**src/rtl/match_len_extender.sv**
```systemverilog
// match_len_extender: accumulates a full LZ77 match length across successive compare windows
//   start_*  : first-window result from the match-length encoder (valid/ready, tag, len, can_ext)
//   fetch_*  : request for the next compare window at byte offset = accumulated length
//   seg_*    : returned window result (valid/ready, len, can_ext)
//   out_*    : final result to the token emitter (valid/ready, tag, len, ext_cnt)
module match_len_extender #(
    parameter int SEG_WIDTH     = 16,
    parameter int SEG_LEN_WIDTH = 5,
    parameter int MAX_MATCH_LEN = 258,
    parameter int LEN_WIDTH     = 9,
    parameter int TAG_WIDTH     = 8,
    parameter int CNT_WIDTH     = 5
) (
    input  logic                     clk,
    input  logic                     rst_n,
    input  logic                     start_valid,
    output logic                     start_ready,
    input  logic [TAG_WIDTH-1:0]     start_tag,
    input  logic [SEG_LEN_WIDTH-1:0] start_len,
    input  logic                     start_can_ext,
    output logic                     fetch_valid,
    input  logic                     fetch_ready,
    output logic [LEN_WIDTH-1:0]     fetch_offset,
    input  logic                     seg_valid,
    output logic                     seg_ready,
    input  logic [SEG_LEN_WIDTH-1:0] seg_len,
    input  logic                     seg_can_ext,
    output logic                     out_valid,
    input  logic                     out_ready,
    output logic [TAG_WIDTH-1:0]     out_tag,
    output logic [LEN_WIDTH-1:0]     out_len,
    output logic [CNT_WIDTH-1:0]     out_ext_cnt
);
    typedef enum logic [1:0] {IDLE, REQ, WAIT, DONE} state_t;

    localparam logic [SEG_LEN_WIDTH-1:0] FULL  = SEG_LEN_WIDTH'(SEG_WIDTH);
    localparam logic [LEN_WIDTH-1:0]     MAX_L = LEN_WIDTH'(MAX_MATCH_LEN);
    localparam logic [LEN_WIDTH:0]       MAX_W = (LEN_WIDTH+1)'(MAX_MATCH_LEN);

    state_t                 state, state_nx;
    logic [LEN_WIDTH-1:0]   len, len_nx;
    logic [TAG_WIDTH-1:0]   tag, tag_nx;
    logic [CNT_WIDTH-1:0]   cnt, cnt_nx;
    logic [LEN_WIDTH:0]     sum;

    always_ff @(posedge clk or negedge rst_n) begin
        if (!rst_n) begin
            state <= IDLE;
            len   <= '0;
            tag   <= '0;
            cnt   <= '0;
        end else begin
            state <= state_nx;
            len   <= len_nx;
            tag   <= tag_nx;
            cnt   <= cnt_nx;
        end
    end

    always_comb begin
        state_nx = state;
        len_nx   = len;
        tag_nx   = tag;
        cnt_nx   = cnt;
        // one bit wider than len so the saturation test cannot be fooled by wrap
        sum      = {1'b0, len} + (LEN_WIDTH+1)'(seg_len);
        case (state)
            IDLE: if (start_valid) begin
                tag_nx   = start_tag;
                len_nx   = LEN_WIDTH'(start_len);
                cnt_nx   = '0;
                state_nx = (start_can_ext && start_len == FULL && LEN_WIDTH'(start_len) < MAX_L) ? REQ : DONE;
            end
            REQ: if (fetch_ready) state_nx = WAIT;
            WAIT: if (seg_valid) begin
                cnt_nx = &cnt ? cnt : cnt + CNT_WIDTH'(1);
                if (sum >= MAX_W) begin
                    len_nx   = MAX_L;
                    state_nx = DONE;
                end else begin
                    len_nx   = sum[LEN_WIDTH-1:0];
                    // a partial window claiming can_ext is inconsistent and ends the match
                    state_nx = (seg_can_ext && seg_len == FULL) ? REQ : DONE;
                end
            end
            DONE: if (out_ready) state_nx = IDLE;
            default: state_nx = IDLE;
        endcase
    end

    assign start_ready  = state == IDLE;
    assign fetch_valid  = state == REQ;
    assign seg_ready    = state == WAIT;
    assign out_valid    = state == DONE;
    assign fetch_offset = len;
    assign out_len      = len;
    assign out_tag      = tag;
    assign out_ext_cnt  = cnt;
endmodule

```
**config.mk**
```make
export PLATFORM = sky130hd
export DESIGN_NAME = match_len_extender
export DESIGN_NICKNAME = d
export VERILOG_FILES = /design/src/rtl/match_len_extender.sv
export SDC_FILE = /design/constraint.sdc
export NUM_CORES = 1
export LEC_CHECK = 0
export ABC_AREA = 1
export BUFFER_PORTS_ARGS = -buffer_cell sky130_fd_sc_hd__buf_4
export CAP_MARGIN = 40
export CORE_ASPECT_RATIO = 2
export CORE_MARGIN = 4
export CORE_UTILIZATION = 35
export DETAILED_ROUTE_END_ITERATION = 16
export GPL_ROUTABILITY_DRIVEN = 0
export REMOVE_ABC_BUFFERS = 1
export SLEW_MARGIN = 20
export SYNTH_ARGS = -nofsm -noshare
export SYNTH_HDL_FRONTEND = slang
export SYNTH_SLANG_ARGS = --single-unit
```
**constraint.sdc**
```tcl
create_clock -name clk -period 2.1 [get_ports clk]
set_input_delay 0.105 -clock clk [delete_from_list [all_inputs] [get_ports clk]]
set_output_delay 0.105 -clock clk [all_outputs]
set_load 0.01 [all_outputs]
```
# Yosys cells after proc, flatten, opt, wreduce, memory -nomap -nowiden
# Cells that the tools add are included.
# op_classes
add_sub_neg	2
n_mul	0
div	0
n_lt_le_gt_ge	2
n_eq_ne	10
shift	0
mux	16
bitwise	0
reduce_logical	10
# op_table
cell	count
9-bit two-way mux	3
9-bit one-hot mux with 2 select lines	1
5-bit two-way mux	3
2-bit two-way mux	7
9-bit by 5-bit adder with 10-bit output	1
5-bit == test, second input constant	2
10-bit by 9-bit greater-or-equal comparator with 1-bit output, second input constant	1
5-bit one-hot mux with 2 select lines	1
5-bit by 9-bit < comparator with 1-bit output, second input constant	1
2-bit one-hot mux with 4 select lines	1
4-bit AND reduction	2
2-bit != test, second input constant	3
5-bit by 1-bit adder with 5-bit output, second input constant	1
5-bit AND reduction	1
2-bit == test, second input constant	2
2-bit by 1-bit != test with 1-bit output, second input constant	2
1-bit logical AND	3
3-bit AND reduction	1
2-bit by 1-bit == test with 1-bit output, second input constant	1
2-bit zero test	1
2-bit AND reduction	1
2-bit nonzero test	1
# word_totals
ff_bits	24
latch_bits	0
mem_bits_rw	0
rom_bits	0
inputBits	26
output_inout_bits	35
memories	0

# Depth between registers and ports, before layout
# logic_depth
ltp_word	6
ltp_mapped	13
depth_no_buf	13

# Worst setup path before layout
# No wires, ideal clock.
# synth_path
path_kind	register -> register
start	register len[0], in the netlist fetch_offset[0]
end	register len[1], in the netlist fetch_offset[1]
setup_ns	0.116
arrival_time_ns	1.931
t_required_ns	1.984
setup_slack_ns	0.052
path_stages_with_launch	12
path_buffers	0
cell_sequence	dfrtp_1 ha_1 fa_1 xor2_1 nor2_1 nand3_1 nor2_1 nand3_1 a21oi_2 nand2_1 nand2_1 nand2_1
# synth_via
elab_chain_cells	5
# synth_rtl
element	line_no	source
from (decl)	41	logic [LEN_WIDTH-1:0] len, len_nx;
from (signal assigned)	54	len <= len_nx;
9-bit by 5-bit adder with 10-bit output *	66	sum = {1'b0, len} + (LEN_WIDTH+1)'(seg_len);
10-bit by 9-bit greater-or-equal comparator with 1-bit output	77	if (sum >= MAX_W) begin
9-bit two-way mux *	77	
9-bit two-way mux *	75	WAIT: if (seg_valid) begin
9-bit one-hot mux with 2 select lines *	67	case (state)
# Every way passes the cells marked *; elsewhere a longest branch is shown, timed or not. The select of a mux whose other input is x is not followed.
# A chain may end at the register's enable or synchronous reset.

# Worst setup path after layout
# Same ends and word-level chain as after synthesis.

==> impl_summary.txt <==
----------------------------------------------------
[Status]
  Result of the run ... completed

[Routing]
  Via count ... 1626
  Residual DRC ... 0
  Initial DRC Count ... 13
  Number of nets still failing antenna checks after routing ... 0
  Detailed-route wire length ... 4350 µm
  First-pass iteration count of the detailed router ... 4
  Number of vias per cell ... 4.77
  WL per Instance ... 12.8 µm

[Place]
  Count of port buffers added during placement ... 60
  Hpwl dp ... 3700 µm
  Worst-case setup slack after placement ... -34.6 ps

[Global routing]
  Total Routing Usage GR ... 15.1%
  Final global-route overflow total ... 0
  Global-route wire length before repair ... 7300 µm
  Pin count of the biggest net entering global routing ... 25
  Number of antenna violations at the first check in global routing ... 0
  Number of global-route vias before repair ... 1689

[Worst setup path]
  Endpoint of the worst register-to-register path ... fetch_offset[1]$_DFFE_PN0P_
  CP endpoint kind ... register
  Largest delay contributor family on the critical path ... simple AND/OR/NAND/NOR gates
  Kind of start point of the critical path ... register
  Reg-to-reg slack, setup ... 80 ps
  Data required time of the critical path ... 2260 ps
  CP Cell Sequence ... ha_2, fa_2, xor2_1, nor2_1, nand3_1, nor2_2, nand3_2, a21oi_4, nand2_1, nand2_1, nand2_1
  Max stage delay cell, worst path ... dfrtp_1
  Delay of the slowest critical-path stage ... 390 ps
  Number of buffers and inverters on the critical path ... 0
  Most repeated library cell on the critical path ... nand2_1
  Maximum fanout along the worst path ... 5
  Crit path DAT ... 2190 ps
  Number of cells on the worst reg-to-reg path ... 11
  Worst Path Class, Setup ... register to register
  Crit Reg-Reg Startpoint ... fetch_offset[0]$_DFFE_PN0P_

[Final layout]
  Number of nets in the finished design ... 321
  Number of inserted diodes ... 0
  Layout-stage area growth over the synthesis result ... 38.2%
  Layout cells sized above 1 ... 37.1%
  Fill cell total of the finished layout ... 491

[Synth]
  Post-synthesis cell count ... 224
  Post-synth EDFFs ... 0
  Number of library cell types mapped by synthesis ... 32
  Fraction of registers with async set/reset ... 100%
  Synthesis warning total ... 0
  Sequential cell area fraction in the yosys report ... 36.6%
  Top cell type's share of synthesized area ... 36.6%
  Total of flip-flops plus latches after synthesis ... 24
  Top-count cell post-synth ... nand2_1
  Most frequently used flop master after synthesis ... dfrtp_1
  Leading cell types by total area after synthesis ... dfrtp_1, nand2_1, inv_1, ha_1, nand3_1
  Cell area after synthesis ... 1640 µm²
  Synth area leader ... dfrtp_1
  Average size of a mapped cell ... 7.33 µm²
  Post-synth top cells ... nand2_1, inv_1, dfrtp_1, nor2_1, nand3_1

[Worst hold path]
  Instance count along the most critical hold path ... 3
  Hold EP ... out_tag[5]$_DFFE_PN0P_
  Hold Path Origin ... start_tag[5]
  Tightest Hold Check Type ... primary input to register

[Power and ir drop]
  PwrDens ... 1480 nW/µm²
  LEAKAGE ... 1.23 nW
  Worst vdd rail ir drop ... 785 µV

[Timing]
  Peak clock frequency supported by timing ... 494 MHz
  Least-Margin Pin Slew ... 347 ps
  Fin Clk Skew ... 6.01 ps
  Final number of hold-violating endpoints ... 0
  Final number of max-transition violations ... 0
  Worst slew margin ... 76.8%
  Min cycle time layout ... 2020 ps
  Setup slack of the critical path after layout ... 76.8 ps
  Worst-case hold slack ... 27.5 ps
  Setup repair after global routing missed its margin ... yes
  Final count of negative-setup-slack endpoints ... 0
  Share of the clock period used by the worst path after layout ... 96.3%

[Clocking]
  Source-to-sink clock delay at the later pin of the worst-skew pair ... 270 ps
  Master cell of the clock root buffer ... clkbuf_8
  Maximum buffer depth of the clock tree ... 2
  TritonCTS Buffers ... 3
  Total number of clock tree sinks ... 24
  Depth of the CTS H-tree ... 1
  Clock transition at path regs ... 80 ps
  CTS tree ... done

[Floorplan]
  IO Count ... 61
  Die ar. ... 5920 µm²
  Core region area ... 4600 µm²
  Die Height ... 105 µm
  Horiz. Die Dim ... 56.4 µm
  Initial core utilization ... 35.7%
  Cell row count ... 35

[Flow run]
  Max Cap Violations ... 0

----------------------------------------------------
worst min-delay path, cell delays in order:
cell	delay, ps
buf_4	70
nand2_1	40
nand2_1	40
registers in the layout, summed over array words and instances, names as in the netlist:
register,flops
fetch_offset,9
state,2
out_tag,8
out_ext_cnt,5
through the flow:
step	instances	area (µm²)	TNS (ps)	util [%]	total power, mW
after floorplan	213	1560	0	-	2.01
after global placement	335	2130	-7.39	46.3	2.89
after detailed placement	335	2130	-62.2	46.3	2.91
after CTS	340	2220	0	48.2	3.34
after global routing	341	2270	-176	49.4	3.68
final	341	2270	0	49.4	3.37
worst max path at each step:
stage                                        endpoint  cells past startpoint  slack (ps)                   startpoint
after floorplan           fetch_offset[1]$_DFFE_PN0P_                     11           6  fetch_offset[0]$_DFFE_PN0P_
after global placement    fetch_offset[1]$_DFFE_PN0P_                     11          -7  fetch_offset[0]$_DFFE_PN0P_
after detailed placement  fetch_offset[1]$_DFFE_PN0P_                     11         -30  fetch_offset[0]$_DFFE_PN0P_
after CTS                 fetch_offset[1]$_DFFE_PN0P_                     11          20  fetch_offset[0]$_DFFE_PN0P_
after global routing      fetch_offset[3]$_DFFE_PN0P_                     10         -40  fetch_offset[4]$_DFFE_PN0P_
final                     fetch_offset[1]$_DFFE_PN0P_                     11          80  fetch_offset[0]$_DFFE_PN0P_
placed cells by master (no fill, tap or decap), drive strengths merged:
cell type	instances
a21oi	12
or2	1
nor3	3
dfrtp	24
fa	1
a31oi	1
nand4	8
inv	32
nand2	73
dlygate4sd3	1
clkbuf	3
o22ai	1
nand3	17
clkinv	1
a22o	1
o21ai	6
xor2	2
buf	68
bufinv	1
nor4	1
o221ai	1
nor2	21
ha	7
logic make-up after synthesis:
| group | count (synthesis) | share of synthesized area (%) |
|---|---|---|
| AO/OA/AOI/OAI | 22 | 8.76 |
| XOR/XNOR | 2 | 1.52 |
| adder cells (fa/ha/maj) | 8 | 6.55 |
| buffers and inverters | 44 | 13.1 |
| flip-flops | 24 | 36.6 |
| AND/OR/NAND/NOR | 124 | 33.5 |
where the power goes:
part | internal [mW] | switching (mW) | leakage, nW
Combinational | 0.938 | 1.16 | 0.891
Clock | 0.255 | 0.153 | 0.0357
Sequential | 0.670 | 0.196 | 0.298
Total | 1.86 | 1.51 | 1.23
layout make-up:
cell class	count	area [µm²]	share of cell area (%)
clock inverters	1	30.0	1.32
well taps	55	68.8	3.03
flip-flops and latches	24	602	26.5
multi-input cells	156	876	38.6
repair buffers	69	520	22.9
inverters	33	131	5.79
clock buffers	3	41.3	1.82
metal layers:
metal | track usage [%] | wire length, µm
met1 | 14.3 | 1470
met2 | 32.0 | 2670
met3 | 1.11 | 158
met4 | 4.07 | 53
met5 | 0 | 0
what timing repair did:
item,CTS,global route
resized for setup,2,13
gates cloned,0,0
endpoints found under the setup margin,6,9
hold endpoints to repair,24,0
hold buffers,1,0
buffers inserted,0,1
pin swaps,2,4
(Power assumes the default switching activity.)
